--- config.mk ---
export PLATFORM = sky130hd
export DESIGN_NAME = bcd_timer_core
export DESIGN_NICKNAME = d
export VERILOG_FILES = /design/src/rtl/bcd_timer_core.sv
export SDC_FILE = /design/constraint.sdc
export NUM_CORES = 1
export LEC_CHECK = 0
export ABC_AREA = 1
export CAP_MARGIN = 20
export CELL_PAD_IN_SITES_DETAIL_PLACEMENT = 0
export CELL_PAD_IN_SITES_GLOBAL_PLACEMENT = 1
export CORE_MARGIN = 2
export CORE_UTILIZATION = 40
export CTS_CLUSTER_SIZE = 24
export DETAILED_ROUTE_END_ITERATION = 8
export PLACE_DENSITY_LB_ADDON = 0.1
export SLEW_MARGIN = 20
export SYNTH_ARGS = -nofsm -noshare
export SYNTH_HDL_FRONTEND = slang
export SYNTH_SLANG_ARGS = --single-unit
--- constraint.sdc ---
create_clock -name CLK -period 2.25 [get_ports CLK]
set_input_delay 0.225 -clock CLK [delete_from_list [all_inputs] [get_ports CLK]]
set_output_delay 0.225 -clock CLK [all_outputs]
set_load 0.02 [all_outputs]
--- src/rtl/bcd_timer_core.sv ---
// bcd_timer_core: packed-BCD stopwatch/countdown core with prescaled tick,
// preset load and a timed lap-hold snapshot for the display path.
module bcd_timer_core #(
    parameter int DIGITS   = 4,
    parameter int TICK_DIV = 120000,
    parameter int LAP_HOLD = 200
) (
    input  logic                CLK,
    input  logic                RST,
    input  logic                start,
    input  logic                stop,
    input  logic                lap,
    input  logic                clear,
    input  logic                load,
    input  logic                down,
    input  logic [4*DIGITS-1:0] preset,
    output logic [4*DIGITS-1:0] count,
    output logic [4*DIGITS-1:0] disp_value,
    output logic                running,
    output logic                lap_active,
    output logic                tick,
    output logic                wrap,
    output logic                done
);
    localparam int W  = 4*DIGITS;
    localparam int PW = $clog2(TICK_DIV);
    localparam logic [PW-1:0] LAST = PW'(TICK_DIV-1);

    logic [PW-1:0] presc_q;
    logic [W-1:0]  count_q, count_d, snap_q, inc, dec, clamp;
    logic [7:0]    lap_q, lap_d;
    logic          tick_q, running_q, run_d, wrap_q, wrap_d, done_q, done_d;
    logic          carry, borrow, step_up, step_dn, dec_zero;

    always_comb begin
        inc    = count_q;
        dec    = count_q;
        clamp  = preset;
        carry  = 1'b1;
        borrow = 1'b1;
        for (int i = 0; i < DIGITS; i++) begin
            inc[4*i+:4]   = carry ? (count_q[4*i+:4] == 4'd9 ? 4'd0 : count_q[4*i+:4] + 4'd1) : count_q[4*i+:4];
            carry         = carry && count_q[4*i+:4] == 4'd9;
            dec[4*i+:4]   = borrow ? (count_q[4*i+:4] == 4'd0 ? 4'd9 : count_q[4*i+:4] - 4'd1) : count_q[4*i+:4];
            borrow        = borrow && count_q[4*i+:4] == 4'd0;
            clamp[4*i+:4] = preset[4*i+:4] > 4'd9 ? 4'd9 : preset[4*i+:4];
        end
    end

    // load and clear pre-empt a coinciding step, so neither pulse fires then
    assign step_up  = tick_q && running_q && !down && !clear && !load;
    assign step_dn  = tick_q && running_q && down && !clear && !load;
    assign dec_zero = count_q <= W'(1);
    assign wrap_d   = step_up && carry;
    assign done_d   = step_dn && dec_zero;
    assign count_d  = clear ? '0 : load ? clamp : step_up ? inc : step_dn ? (dec_zero ? '0 : dec) : count_q;
    assign run_d    = (clear || stop) ? 1'b0 :
                      start ? (running_q || !(down && count_q == '0)) :
                      done_d ? 1'b0 : running_q;
    assign lap_d    = clear ? 8'd0 : lap ? 8'(LAP_HOLD) : (tick_q && lap_q != 8'd0) ? lap_q - 8'd1 : lap_q;

    always_ff @(posedge CLK or posedge RST) begin
        if (RST) begin
            presc_q   <= '0;
            tick_q    <= 1'b0;
            count_q   <= '0;
            running_q <= 1'b0;
            wrap_q    <= 1'b0;
            done_q    <= 1'b0;
            snap_q    <= '0;
            lap_q     <= 8'd0;
        end else begin
            presc_q   <= presc_q == LAST ? '0 : presc_q + PW'(1);
            tick_q    <= presc_q == LAST;
            count_q   <= count_d;
            running_q <= run_d;
            wrap_q    <= wrap_d;
            done_q    <= done_d;
            snap_q    <= lap ? count_q : snap_q;
            lap_q     <= lap_d;
        end
    end

    assign count      = count_q;
    assign lap_active = lap_q != 8'd0;
    assign disp_value = lap_active ? snap_q : count_q;
    assign running    = running_q;
    assign tick       = tick_q;
    assign wrap       = wrap_q;
    assign done       = done_q;
endmodule

After elaboration in Yosys (flattened, before gate mapping)
Cells that the tools add are included.
{ "word_totals": {"output_inout_bits": 37, "ff_bits": 61} }
{ "op_classes": {"n_addsub": 10, "n_mux": 31, "order_cmp": 5, "reduce_logical": 37, "eq_ne": 8} }
{ "op_table": {"columns": ["op", "count"], "rows": [
  ["16-bit two-way mux", 6],
  ["4-bit two-way mux", 18],
  ["8-bit two-way mux", 3],
  ["17-bit by 1-bit adder with 17-bit output (second input constant)", 1],
  ["17-bit == test (second input constant)", 1],
  ["17-bit two-way mux", 1],
  ["4-bit by 1-bit adder with 4-bit output (second input constant)", 4],
  ["4-bit == test (second input constant)", 4],
  ["4-bit greater-than comparator (second input constant)", 4],
  ["16-bit by 1-bit less-or-equal comparator with 1-bit output (second input constant)", 1],
  ["1-bit logical AND", 16],
  ["16-bit zero test", 1],
  ["4-bit zero test", 4],
  ["4-bit by 1-bit subtractor with 4-bit output (second input constant)", 4],
  ["5-bit nonzero test", 3],
  ["4-bit by 3-bit != test with 1-bit output (second input constant)", 3],
  ["3-bit AND reduction", 3],
  ["8-bit nonzero test", 1],
  ["8-bit by 1-bit subtractor with 8-bit output (second input constant)", 1],
  ["3-bit nonzero test", 2],
  ["1-bit zero test", 4],
  ["4-bit nonzero test", 1],
  ["1-bit two-way mux", 3],
  ["1-bit logical OR", 2]
]} }

Logic depth before layout (Yosys ltp)
Gate-level depths: netlist (run 1).
{ "depth": {"depth_word": 9, "mapped_depth": 13} }

Least setup slack after synthesis (run 1)
No wires, ideal clock.
{ "synth_path": {"kind": "reg2out", "from": "register lap_q[2]", "to": "output port disp_value[10]", "n_path_buf": 1, "required_time_ns": 2.025, "path_stages_with_launch": 7, "arrival_ns": 1.652, "slack_ns": 0.373, "path_cell_list": "dfrtp_1 inv_1 nand2_1 nor2_1 nand4_1 clkbuf_1 o21ai_0"} }
{ "synth_between": {"elab_chain_cells": 2} }
{ "synth_rtl": {"columns": ["element", "line", "rtl"], "rows": [
  ["start, declared", "31", "logic [7:0] lap_q, lap_d;"],
  ["start signal, assigned", "80", "lap_q <= lap_d;"],
  ["8-bit nonzero test", "85", "assign lap_active = lap_q != 8'd0;"],
  ["named net lap_active", "20", "output logic lap_active,"],
  ["16-bit two-way mux", "86", "assign disp_value = lap_active ? snap_q : count_q;"],
  ["end, declared", "18", "output logic [4*DIGITS-1:0] disp_value,"]
]} }
The timed path passes the listed nets, and every way through them passes these cells.

Worst setup path after layout (run 1)
{ "layout_path": {"from": "register lap_q[2]", "to": "output port disp_value[6]"} }
{ "layout_between": {"elab_chain_cells": 2} }
{ "layout_rtl": {"columns": ["element", "line"], "rows": [
  ["8-bit nonzero test", "85"],
  ["16-bit two-way mux", "86"]
]} }
Every way passes these cells.

==> flow_summary.toml, run 1 <==
[cts]
numCtsBuffers = 9
clk_pin_slew_ns = 0.07
cell_at_the_root_of_the_clock_tree = "clkbuf_8"
cts-root-to-sink-buffers = 2
post_cts_hold_buffer_count = 0
cts_tree = "done"
clock_sinks = 61
clock_latency_ns = 0.34
htree_num_levels = 3

[routing]
drt_iter0_drc = 189
route.detailed.wl_per_inst_microns = 13.5
drtPass1Iterations = 5
ant_nets = 0
routed_via_density = 4.98
vias = 3932
drc_errors = 0
routed_wl_microns = 10700

[timing]
timing.setup.tns_ns = 0
setup_repair_after_global_routing_missed_its_margin = "no"
setup_viol = 0
timing.max_slew.rel_slack = 0.638
finalHoldViolCount = 0
fin_crit_sh = 0.923
fin_worst_skew_ns = 0.00977
timing.fmax_mhz = 481
worst_pin_slew_ns = 0.543
fin_crit_ns = 2.08
slew_viol_final = 0

[worst_setup_path]
worst_reg2reg_endpoint = "count[13]$_DFFE_PP0P_"
crit_path_cell_trace = "inv_1 > nand2_1 > nor2_1 > nand4_1 > buf_12 > o21ai_0 > clkbuf_2"
required_ns = 2.03
crit_end = "disp_value[6]"
worst-path-stages = 7
timing.critical_path.fanout_max = 33
critical_path.slowest_cell = "dfrtp_1"
worstReg2RegStart = "count[13]$_DFFE_PP0P_"
cp_bufs_invs = 3
path_delay_family = "buffers and inverters"
reg2reg_setup_slack_ns = 0.25
worst_r2r_path_depth = 10
critical_path.startpoint_type = "flip-flop"
setup.worst_path.start = "lap_q[2]$_DFFE_PP0P_"
critical_path_arrival_ns = 1.85
kind_of_critical_path = "flip-flop to primary output"
slowest_delay_ns = 0.40
worst_setup_path_end_kind = "primary output"

[floorplan]
design.core.area_sq_mm = 0.00986
chipWidth_microns = 105
ios = 61
die_h_microns = 105
die_area_sq_mm = 0.0110
start_util = 0.414
std_cell_rows = 36

[final_layout]
final_design_utilization = 0.524
drive_above_1_share = 0.130
syn2layout_area_growth_pct = 26.5
layout_commonest_cell = "nand2_1"
finalNetCount = 692
final_cell_mix = "141 x nand2_1, 71 x inv_1, 64 x o21ai_0"
antenna-diode-count = 0
filler_cell_count = 987

[yosys]
synth-seq-area-share = 0.374
synth_cell_types = 32
ys.warnings.count = 0
synth_area_per_cell_sq_um = 7.17
synth_cells = 570
synth_fp_nets = 611
synth-seq-cells = 61
synth.cell_area_sq_mm = 0.00409

[power]
power_density_mw_per_mm2 = 855
peakVddDrop_mv = 0.275
cellLeakagePower_nw = 2.61
total_power_mw = 4.42

[global_route]
grt.met3_usage = 0.0430
top_usage_layer = "met2"
grt_first_pass_wirelength_microns = 18200
grt_use_met1 = 0.299
grt_overflow_total = 0
grt_pass1_vias = 3771
number_of_antenna_violations_at_the_first_check_in_global_routing = 0
grt_use_total = 0.204
grt_start_max_net_pins = 62
grt_use_met2 = 0.303

[placement]
place.detailed.hpwl_microns = 7980
gp_congestion = 0.833
port-buffer-count = 60

[hold_path]
worst_hold_path_type = "input pin to asynchronous set/reset pin"

[outcome]
status = "completed"

[flow_run]
maxCapViolations = 0
[routing by layer]
metal | vias up | routed length, microns
met5 | - | 0
met4 | 0 | 92
met3 | 7 | 674
met2 | 112 | 4620
met1 | 1797 | 5290
li1 | 2016 | -
[state kept, by name, summed over array words and instances, names as in the netlist]
register  cells
tick          1
snap_q       16
presc_q      17
done          1
lap_q         8
wrap          1
count        16
running       1
[kinds of logic (layout without fill, tap and decap cells)]
logic type | count (synthesis) | count (layout) | synth area share
buf+inv | 92 | 178 | 0.0897
compound gates | 117 | 117 | 0.153
simple gates | 264 | 264 | 0.291
xor+xnor | 19 | 19 | 0.0407
flops | 61 | 61 | 0.374
fa+ha+maj | 17 | 17 | 0.0521
[metrics by stage]
step / std cells / setup slack [ns] / hold WS [ns] / cell area [sq um]
after global placement: 772 / 0.173 / 0.438 / 4980
after floorplan: 570 / 0.373 / 0.363 / 4090
final: 789 / 0.173 / 0.259 / 5170
after detailed placement: 772 / 0.0913 / 0.444 / 4980
after CTS: 788 / 0.00237 / 0.279 / 5220
after global routing: 789 / 0.00366 / 0.298 / 5170
[tightest hold or removal path: cells and delay by family]
kind,cells,cell delay [ns]
buf+inv,3,0.77
[worst min path at each step]
stage / from / depth (start not counted) / end / slack [ns]
4_1_cts: RST / 3 / count[8]$_DFFE_PP0P_ / 0.28
5_1_grt: RST / 3 / lap_q[0]$_DFFE_PP0P_ / 0.30
2_1_floorplan: stop / 3 / running$_DFFE_PP0P_ / 0.36
6_report: RST / 3 / lap_q[1]$_DFFE_PP0P_ / 0.26
3_5_place_dp: presc_q[0]$_DFF_PP0_ / 1 / presc_q[0]$_DFF_PP0_ / 0.44
3_3_place_gp: presc_q[0]$_DFF_PP0_ / 1 / presc_q[0]$_DFF_PP0_ / 0.44
[cell usage after synthesis]
library cell    n  area, sq um
a211oi_1        1         7.51
inv_2           5         18.8
or2_2           1         6.26
nor4_1          2         12.5
nand2_2         6         37.5
buf_2           2         10.0
a21oi_1        37          185
nand4_1        18          113
o31ai_1         3         22.5
xnor2_1         3         26.3
nand3_1        30          150
o21ai_0        65          325
nand2_4         1         11.3
dfrtp_1        61         1530
o21ai_1         1         5.00
o21bai_2        3         33.8
o21a_1          3         22.5
nand2_1       141          529
and3_1          1         6.26
clkbuf_1        9         33.8
inv_1          73          274
ha_1           17          213
buf_6           2         22.5
nor2_1         44          165
nor4b_1         1         8.76
nand4_4         1         21.3
xor2_1         16          140
nor2_2          4         25.0
o22ai_1         4         25.0
nor2_4          5         56.3
buf_4           1         7.51
nor3_1          9         45.0
[where the power goes]
group / switching, mW / internal (mW) / total [mW]
Combinational: 1.10 / 0.701 / 1.80
Sequential: 0.130 / 1.24 / 1.37
Clock: 0.450 / 0.798 / 1.25
Total: 1.68 / 2.73 / 4.42
[what timing repair did]
action / CTS / global route
pin swaps: 0 / 1
resized for setup: 16 / 53
setup endpoints to repair: 16 / 30
setup buffers: 0 / 1
[cell type report]
| type | count | area [sq um] | area share |
|---|---|---|---|
| clock inverters | 5 | 106 | 0.0206 |
| well taps | 133 | 166 | 0.0322 |
| multi-input cells | 417 | 2200 | 0.425 |
| flip-flops and latches | 61 | 1530 | 0.295 |
| repair buffers | 84 | 728 | 0.141 |
| clock buffers | 11 | 151 | 0.0293 |
| inverters | 78 | 293 | 0.0567 |
(Power assumes the default switching activity.)
==> inputs of run 2 (changes only) <==
- CELL_PAD_IN_SITES_DETAIL_PLACEMENT: 0 -> 1
- CORE_UTILIZATION: 40 -> 41
- CTS_BUF_LIST: default -> sky130_fd_sc_hd__clkbuf_2 sky130_fd_sc_hd__clkbuf_4 sky130_fd_sc_hd__clkbuf_8
==> run 2 against run 1 <==
  * Power decreased by 3.8%
  * Largest cell class unchanged
  * Clock skew increased by 0.0019 ns
  * First-iteration DRC count is 1.1% higher
  * Register-to-register slack lost 0.04 ns
  * Non-clock buffer count is 2 lower
  * Largest power group unchanged
  * Sequential power hardly changed
  * Critical endpoint is now disp_value[8]
  * Critical path depth rose by 2
  * Clock power shrank 22%
==> flow_summary.toml, run 2 (synthesis gave the netlist of run 1 again) <==
[floorplan]
die_area_sq_mm = 0.0108
die_h_microns = 104
design.core.area_sq_mm = 0.00973
chipWidth_microns = 104
ios = 61
start_util = 0.420
std_cell_rows = 36

[timing]
setup_repair_after_global_routing_missed_its_margin = "yes"
fin_crit_ns = 2.18
fin_crit_sh = 0.969
worst_pin_slew_ns = 0.499
timing.max_slew.rel_slack = 0.667
slew_viol_final = 0
timing.setup.tns_ns = 0
finalWorstSetupSlack_ns = 0.0702
setup_viol = 0
finalHoldViolCount = 0
hold-worst-slack_ns = 0.260
fin_worst_skew_ns = 0.0116
timing.fmax_mhz = 459

[routing]
vias = 4117
routed_via_density = 5.24
drt_iter0_drc = 191
drc_errors = 0
routed_wl_microns = 12600
ant_nets = 0
drtPass1Iterations = 4
route.detailed.wl_per_inst_microns = 16.1

[cts]
numCtsBuffers = 9
clk_pin_slew_ns = 0.07
cell_at_the_root_of_the_clock_tree = "clkbuf_8"
cts-root-to-sink-buffers = 2
cts_tree = "done"
post_cts_hold_buffer_count = 0
htree_num_levels = 3
clock_latency_ns = 0.36
clock_sinks = 61

[final_layout]
area.sequential_sq_mm = 0.00153
multi_input_area_sq_mm = 0.00220
largest-register = "presc_q"
layout_commonest_cell = "nand2_1"
antenna-diode-count = 0
syn2layout_area_growth_pct = 25.1
final_cell_mix = "141 x nand2_1, 70 x inv_1, 62 x o21ai_0"
drive_above_1_share = 0.127
finalNetCount = 690
final_cell_area_sq_mm = 0.00511
largest_register_ffs = 17
filler_cell_count = 1279

[power]
power_density_mw_per_mm2 = 831
clockPowerShare = 0.230
p_comb_frac = 0.445
power.switching_fraction = 0.415
total_power_mw = 4.25
p_switching_mw = 1.76
power_report.internal_total_mw = 2.49
power.sequential.fraction = 0.325
peakVddDrop_mv = 0.334
cellLeakagePower_nw = 2.58

[global_route]
top_usage_layer = "met2"
grt_use_met1 = 0.311
number_of_antenna_violations_at_the_first_check_in_global_routing = 0
grt_start_max_net_pins = 62
grt_use_met2 = 0.425
grt_first_pass_wirelength_microns = 21500
grt_pass1_vias = 4441
grt_overflow_total = 0
grt.met3_usage = 0.0485
grt_use_total = 0.246

[worst_setup_path]
cp_bufs_invs = 4
critical_path.startpoint_type = "flip-flop"
critical_path.most_common_cell = "nand2_1"
kind_of_critical_path = "flip-flop to primary output"
slowest_delay_ns = 0.40
required_ns = 2.03
worst_setup_path_end_kind = "primary output"
path_delay_family = "buffers and inverters"
critical_path.slowest_cell = "dfrtp_1"
critical_path_arrival_ns = 1.95
crit_path_cell_trace = "inv_1 > nand2_1 > nor2_2 > nand4_1 > buf_6 > bufbuf_16 > nand2_1 > o21ai_0 > buf_2"
timing.critical_path.fanout_max = 16

[flow_run]
maxCapViolations = 0

[hold_path]
worst_hold_path_type = "input pin to asynchronous set/reset pin"

[placement]
port-buffer-count = 60
gp_congestion = 0.882
dpl_worst_slack_ns = -0.000660
dpl_cell_area_sq_mm = 0.00494
place.detailed.hpwl_microns = 9420

[outcome]
status = "completed"
[run 2: cell count changes in the layout (fill, tap and decap cells not counted), sizes merged]
cell          before  now
clkinvlp           1    2
bufbuf             0    1
clkbuf            26   16
buf               25   31
dlymetal6s2s       1    0
dlygate4sd2        0    1
bufinv             3    1
[run 2: what timing repair did]
item,in CTS,in global routing
setup buffers,1,2
endpoints found under the setup margin,17,29
pin swaps,1,2
cloned,1,0
resized for setup,47,37
[run 2: stage by stage]
stage / utilization / cells
after CTS: 0.531 / 783
after global routing: 0.525 / 785
after floorplan: - / 570
after global placement: 0.508 / 767
after detailed placement: 0.508 / 767
final: 0.525 / 785
[run 2: worst paths after layout]
check / from / endpoint / slack (ns) / cells after the start
worst max-delay path: lap_q[2]$_DFFE_PP0P_ / disp_value[8] / 0.07 / 9
worst min-delay path: RST / lap_q[0]$_DFFE_PP0P_ / 0.26 / 3
worst max register to register: count[8]$_DFFE_PP0P_ / count[9]$_DFFE_PP0P_ / 0.21 / 11
worst min register to register: presc_q[0]$_DFF_PP0_ / presc_q[0]$_DFF_PP0_ / 0.47 / 1
max in group asynchronous: RST / count[14]$_DFFE_PP0P_ / 1.72 / 3
min in group CLK: presc_q[0]$_DFF_PP0_ / presc_q[0]$_DFF_PP0_ / 0.47 / 1
[run 2: per-layer routing]
metal / up-vias / part of all wire
li1: 2007 / -
met1: 2002 / 0.45
met2: 89 / 0.49
met3: 19 / 0.044
met4: 0 / 0.016
met5: - / 0
[run 2: tightest hold or removal path, delay by kind of cell]
kind	cells	cell delay [ns]
buffers and inverters	3	0.79
[run 2: power by group through the flow]
stage / Sequential, mW / Clock [mW] / Combinational, mW
detailed placement: 1.40 / 0 / 1.89
CTS: 1.38 / 0.998 / 1.92
floorplan: 1.47 / 0 / 1.08
finish: 1.38 / 0.978 / 1.89
global placement: 1.39 / 0 / 1.83
global route: 1.40 / 1.05 / 2.10
[run 2: cell type report]
class,instances,share of cell area
Multi-Input combinational cell,417,0.430
Tap cell,133,0.0326
Timing Repair Buffer,82,0.145
Clock buffer,10,0.0269
Sequential cell,61,0.299
Inverter,78,0.0573
Clock inverter,4,0.00979
